`config.mk`:
```
export PLATFORM = sky130hd
export DESIGN_NAME = counter_ctrl
export DESIGN_NICKNAME = d
export VERILOG_FILES = /design/src/rtl/counter_pkg.sv /design/src/rtl/counter_ctrl_tick_gen.sv /design/src/rtl/counter_ctrl.sv
export SDC_FILE = /design/constraint.sdc
export NUM_CORES = 1
export LEC_CHECK = 0
export BUFFER_PORTS_ARGS = -buffer_cell sky130_fd_sc_hd__buf_4
export CAP_MARGIN = 25
export CORE_UTILIZATION = 35
export CTS_CLUSTER_SIZE = 20
export DETAILED_ROUTE_END_ITERATION = 8
export PLACE_DENSITY_LB_ADDON = 0.25
export SLEW_MARGIN = 20
export SYNTH_ARGS = -nofsm -noshare
export SYNTH_HDL_FRONTEND = slang
export SYNTH_SLANG_ARGS = --single-unit
```
`constraint.sdc`:
```
create_clock -name clk -period 3.7 [get_ports clk]
set_input_delay 0.74 -clock clk [delete_from_list [all_inputs] [get_ports clk]]
set_output_delay 0.74 -clock clk [all_outputs]
set_load 0.01 [all_outputs]
```
`src/rtl/counter_pkg.sv`:
```
// Shared types and defaults for the counter_ctrl sequencing controller.
package counter_pkg;

  localparam int unsigned DEFAULT_WIDTH = 4;

  typedef logic [1:0] ctrl_state_t;

  localparam ctrl_state_t IDLE  = 2'd0;
  localparam ctrl_state_t RUN   = 2'd1;
  localparam ctrl_state_t PAUSE = 2'd2;

endpackage

```
`src/rtl/counter_ctrl_tick_gen.sv`:
```
// Prescaler: emits a step every PRESCALE enabled cycles, holding phase while disabled.
module tick_gen #(
  parameter int unsigned PRESCALE = 1
) (
  input  logic clk,
  input  logic res,
  input  logic clr,
  input  logic en,
  output logic step
);

  localparam int unsigned PW = (PRESCALE > 1) ? $clog2(PRESCALE) : 1;
  localparam logic [PW-1:0] LAST = PW'(PRESCALE - 1);

  logic [PW-1:0] phase;
  logic [PW-1:0] phase_d;

  assign step = en && (phase == LAST);

  always_comb begin
    phase_d = phase;
    if (clr) begin
      phase_d = '0;
    end else if (en) begin
      phase_d = (phase == LAST) ? '0 : PW'(phase + 1'b1);
    end
  end

  always_ff @(posedge clk or negedge res) begin
    if (!res) begin
      phase <= '0;
    end else begin
      phase <= phase_d;
    end
  end

endmodule

```
`src/rtl/counter_ctrl.sv`:
```
// Start/pause/abort sequencer for an up-counter with one-shot and periodic modes.
module counter_ctrl
  import counter_pkg::*;
#(
  parameter int unsigned WIDTH    = DEFAULT_WIDTH,
  parameter int unsigned PRESCALE = 1
) (
  input  logic             clk,
  input  logic             res,
  input  logic             start,
  input  logic             pause,
  input  logic             abort,
  input  logic [WIDTH-1:0] limit,
  input  logic             periodic,
  output logic [WIDTH-1:0] q,
  output logic             busy,
  output logic             paused,
  output logic             done
);

  ctrl_state_t      state;
  ctrl_state_t      state_d;
  logic [WIDTH-1:0] q_d;
  logic [WIDTH-1:0] q_inc;
  logic [WIDTH-1:0] lim_r;
  logic [WIDTH-1:0] lim_d;
  logic             per_r;
  logic             per_d;
  logic             done_d;
  logic             busy_d;
  logic             paused_d;
  logic             step;
  logic             tick_en;
  logic             tick_clr;

  assign q_inc    = WIDTH'(q + 1'b1);
  assign tick_en  = (state == RUN) && !pause && !abort;
  assign tick_clr = ((state == IDLE) && start) || abort;

  tick_gen #(
    .PRESCALE(PRESCALE)
  ) u_tick (
    .clk (clk),
    .res (res),
    .clr (tick_clr),
    .en  (tick_en),
    .step(step)
  );

  // Next-state and output decode; priority abort > pause > start > step.
  always_comb begin
    state_d = state;
    q_d     = q;
    lim_d   = lim_r;
    per_d   = per_r;
    done_d  = 1'b0;

    if (abort) begin
      state_d = IDLE;
      q_d     = '0;
    end else begin
      case (state)
        IDLE: begin
          if (start) begin
            q_d = '0;
            if (limit != '0) begin
              lim_d   = limit;
              per_d   = periodic;
              state_d = RUN;
            end else begin
              done_d = 1'b1;
            end
          end
        end
        RUN: begin
          if (pause) begin
            state_d = PAUSE;
          end else if (step) begin
            if (q == lim_r) begin
              // Explicit wrap for periodic mode; one-shot never steps from lim_r.
              q_d = '0;
            end else begin
              q_d = q_inc;
              if (q_inc == lim_r) begin
                done_d = 1'b1;
                if (!per_r) begin
                  state_d = IDLE;
                end
              end
            end
          end
        end
        PAUSE: begin
          if (start) begin
            state_d = RUN;
          end
        end
        default: begin
          state_d = IDLE;
          q_d     = '0;
        end
      endcase
    end

    busy_d   = (state_d == RUN) || (state_d == PAUSE);
    paused_d = (state_d == PAUSE);
  end

  always_ff @(posedge clk or negedge res) begin
    if (!res) begin
      state  <= IDLE;
      q      <= '0;
      lim_r  <= '0;
      per_r  <= 1'b0;
      done   <= 1'b0;
      busy   <= 1'b0;
      paused <= 1'b0;
    end else begin
      state  <= state_d;
      q      <= q_d;
      lim_r  <= lim_d;
      per_r  <= per_d;
      done   <= done_d;
      busy   <= busy_d;
      paused <= paused_d;
    end
  end

endmodule
```
Word-level counts from Yosys, hierarchy flattened --
Index checks and enable logic that the tools add are counted.
Word-level totals: bits in registers 15, word-level logic and storage cells 62
Cells by class: multiplexer cells 27, reductions and logical operators 13, bitwise gates (word level) 2, add/subtract/negate cells 2, equality and inequality tests 10
Operator list (number):
- 4-bit two-way mux | 5
- 2-bit two-way mux | 9
- 4-bit one-hot mux with 3 select lines | 1
- 1-bit two-way mux | 10
- 3-bit inequality test, second input constant | 3
- 4-bit == test | 2
- 4-bit AND reduction | 2
- 2-bit one-hot mux with 3 select lines | 1
- 4-bit by 1-bit adder with 4-bit output, second input constant | 1
- 2-bit by 1-bit == test with 1-bit output, second input constant | 2
- 2-bit == test, second input constant | 2
- 1-bit logical AND | 4
- 4-bit nonzero test | 1
- 1-bit zero test | 2
- 2-bit zero test | 1
- 1-bit logical OR | 2
- 2-bit inequality test, second input constant | 1
- 1-bit NOT | 2
- 1-bit one-hot mux with 2 select lines | 1
- 2-bit nonzero test | 1
- 1-bit adder, second input constant | 1

Longest topological paths before layout --
depth in word-level cells 10, mapped depth 7, depth with buffers taken out 7

Cells and area by module --
A second synthesis with hierarchy kept.
Unflattened totals: cell total of the unflattened synthesis 73, area total of the unflattened synthesis 774.5 um2
Modules (own cells, without submodules):
- counter_ctrl | cells an instance 72, instances 1, area an instance 767.0 um2, seq. area each 350.3 um2
- tick_gen | cells an instance 1, instances 1, area an instance 7.5 um2, seq. area each 0.0 um2

Worst setup path after synthesis --
OpenSTA, ideal clock, no wires.
kind input to register, from input limit[1], to register busy, buffers on the path 0, setup slack 1.622 ns, required time 3.637 ns, data arrival time 2.015 ns, stages on the path 6, cells stage by stage or4_4 -> o21a_1 -> o21a_1 -> o31ai_1 -> ha_1 -> inv_1
On the way: cells in the longest elaborated chain, start to end 7, elaborated cells between the ends (all ways) 8, classes of those cells eq/ne: 2; mux: 4; reduce/logical: 2
Ends and longest elaborated chain:
- start, declared | RTL line counter_ctrl.sv:13 | input logic [WIDTH-1:0] limit,
- 4-bit nonzero test * | RTL line counter_ctrl.sv:66 | if (limit != '0) begin
- 2-bit two-way mux * | RTL line counter_ctrl.sv:66
- 2-bit two-way mux * | RTL line counter_ctrl.sv:64 | if (start) begin
- 2-bit one-hot mux with 3 select lines * | RTL line counter_ctrl.sv:62 | case (state)
- 2-bit two-way mux * | RTL line counter_ctrl.sv:58 | if (abort) begin
- 2-bit by 1-bit == test with 1-bit output / 2-bit == test (equally long branches) | RTL line counter_ctrl.sv:105 | busy_d = (state_d == RUN) || (state_d == PAUSE);
- 1-bit logical OR * | RTL line counter_ctrl.sv:105
- net busy_d | RTL line counter_ctrl.sv:30 | logic busy_d;
- end signal, assigned | RTL line counter_ctrl.sv:124 | busy <= busy_d;
- end, declared | RTL line counter_ctrl.sv:16 | output logic busy,
Mark *: on every way through the listed nets, which the timed path passes. The rest lies on a longest branch. A chain may end at the register's enable or synchronous reset.

Worst setup path after layout --
Same ends and word-level chain as after synthesis.

==> results_dict.tcl <==
set metrics [dict create \
    grt_pass1_vias 541 \
    core_sq_um 1980 \
    rows 16 \
    total_power_uw 335 \
    power_density_nw_per_um2 365 \
    synth_area_sq_um 741 \
    crit_required_ns 3.91 \
    port_buffers 16 \
    ff2ff_setup_slack_ns 1.74 \
    routed_wl_um 1370 \
    synth_area_leaders "dfrtp_1 (47%), mux2_2 (9.1%), xnor2_1 (5.9%)" \
    holdBufCountCts 0 \
    synth.top_cell.area_share_pct 47.3 \
    grt_usage_pct 15.3 \
    power_frac_comb_pct 20.8 \
    clk_pin_slew_ns 0.08 \
    swShare_pct 26.4 \
    r2r-end "busy" \
    worst_pin_slew_ns 0.488 \
    diodes 0 \
    ys_warn_count 0 \
    cts_sinks 14 \
    synthesis.nets 74 \
    drive_gt1_share_pct 38.3 \
    gp_congestion 0.730 \
    internal_power_uw 246 \
    finalSetupViolCount 0 \
    drc 0 \
    hold_viol_final 0 \
    grt_max_degree 15 \
    die_h_um 48.0 \
    post-cts-setup-buffers 0 \
    final_common_cell "buf_4" \
    slew_headroom_pct 67.1 \
    dr.pass1.iters 4 \
    yosysTopAreaCell "dfrtp_1" \
    clkPwrFrac_pct 24.6 \
    holdWs_ns 0.301 \
    cts_htree_levels 1 \
    finClkSkew_ns 0.00549 \
    layout_common_cells "buf_4 (16), dfrtp_1 (14), mux2_2 (6), xnor2_1 (5)" \
    status "completed" \
    ys_seq_area_share_pct 47.3 \
    die-area_sq_um 2300 \
    postSynthAreaPerCell_sq_um 11.9 \
    crit_path_max_incr_delay_ns 0.53 \
    start_util_pct 37.4 \
    clockRootBuffer "clkbuf_4" \
    num-nets-final 95 \
    area_growth_pct 23.8 \
    period_share_pct 53.3 \
    fin_setup_tns_ns 0 \
    power_frac_seq_pct 54.5 \
    critPathCaptureType "register" \
    worst_ep_arrival_time_ns 2.19 \
    insertion_delay_ns 0.27 \
    wl_per_cell_um 12.6 \
    min_period_ns 1.97 \
    final_antenna_net_count 0 \
    dp_hpwl_um 1080 \
    ys_seq_elements 14 \
    r2r_cells 7 \
    critPathSlowestCell "or4_4" \
    tritoncts "built" \
    critPathMostFrequentCell "o21a_1" \
    cp_max_fo 3 \
    cp-start-kind "input pin" \
    die_x_um 48.0 \
    path_class "input pin to register" \
    ys_types 29 \
    grt_overflow 0 \
    irDropWorstVdd_uv 255 \
    cts_buffer_depth 2 \
    via_per_inst 5.16 \
    grt_setup_unrepaired "false" \
    p_leak_nw 0.424 \
    grt_pass1_wl_um 2330 \
    cp_cell_sequence "buf_4 -> or4_4 -> o21a_1 -> o21a_1 -> o31ai_1 -> ha_1 -> inv_1" \
    cts-resized-gates 0 \
    num_vias 557 \
    cap_violations 0 \
    power_switching_uw 88.5 \
    ios 17 \
    fmax_mhz 507 \
    maxSlewViolCount 0 \
    cts_made_buffers 3 \
    grt_antenna_before_repair 0 \
    hp-class "input pin to asynchronous set/reset pin" \
    drtIter0Drc 8 \
    rr_startpoint "q[0]" \
    synthCells 62 \
]
-- synth_stat cells, drive strengths merged --
cell type / n
dfrtp: 14
mux2: 6
xnor2: 5
nand3: 3
or3b: 3
a21oi: 2
a22o: 2
and2b: 2
ha: 2
inv: 2
nor2: 2
o21a: 2
xor2: 2
a2111oi: 1
a211o: 1
a21boi: 1
a41o: 1
and2: 1
nand2: 1
nand3b: 1
nor2b: 1
nor3b: 1
nor4: 1
o21ai: 1
o2bb2ai: 1
o31a: 1
o31ai: 1
or4: 1
-- worst max-delay path, delay by kind of cell --
kind                       cells  cell delay [ns]
AOI/OAI and AO/OA              3             0.49
adders and majority gates      1             0.27
buffers and inverters          2             0.16
and+or+nand+nor                1             0.53
-- metal layers --
metal | up-vias | track usage, % | wire length [um]
li1 | 270 | - | -
met1 | 271 | 19.5 | 643
met2 | 14 | 23.8 | 638
met3 | 2 | 2.64 | 70
met4 | 0 | 10.0 | 13
met5 | - | 0 | 0
-- state kept, by name, indices dropped and copies added, names as in the netlist --
| name | count |
|---|---|
| paused | 1 |
| busy | 1 |
| state | 2 |
| per_r | 1 |
| done | 1 |
| q | 4 |
| lim_r | 4 |
-- cells by family (layout without fill, tap and decap cells) --
logic type / after synthesis / count (layout) / synth area share [%]
buffers and inverters: 2 / 21 / 1.01
AOI/OAI and AO/OA: 14 / 14 / 15.4
xor gates and xnor gates: 7 / 7 / 8.28
and+or+nand+nor: 17 / 17 / 15.5
DFF: 14 / 14 / 47.3
muxes: 6 / 6 / 9.12
adders and majority gates: 2 / 2 / 3.38
-- area by class of cell --
class / count / area (sq um)
clock buffers: 3 / 22.5
inverters: 2 / 7.51
repair buffers: 16 / 120
well taps: 27 / 33.8
fillers: 195 / 1060
flip-flops and latches: 14 / 350
multi-input cells: 46 / 383
-- worst max-delay path by stage --
stage	start	end	slack (ns)	cells past startpoint
2_1_floorplan	limit[1]	busy	1.62	6
3_3_place_gp	limit[1]	busy	1.46	7
3_5_place_dp	abort	busy	1.44	7
4_1_cts	q[0]	busy	1.73	7
5_1_grt	q[0]	busy	1.57	7
6_report	limit[1]	busy	1.73	7
-- power groups by stage --
stage                     Combinational [mW]  Sequential [mW]  Clock [mW]
after detailed placement              0.0706            0.186           0
after global routing                  0.0780            0.186      0.0920
after floorplan                       0.0464            0.184           0
after global placement                0.0706            0.185           0
final                                 0.0698            0.183      0.0825
after CTS                             0.0710            0.183      0.0883
-- per-stage QoR --
| stage | utilization (%) | setup slack [ns] | cells | cell area [sq um] |
|---|---|---|---|---|
| after floorplan | - | 1.62 | 62 | 741 |
| after global routing | 46.3 | 1.57 | 108 | 917 |
| after detailed placement | 45.1 | 1.44 | 105 | 895 |
| final | 46.3 | 1.73 | 108 | 917 |
| after CTS | 46.3 | 1.73 | 108 | 917 |
| after global placement | 45.1 | 1.46 | 105 | 895 |
Note: power is estimated with default switching activity, not from simulation.
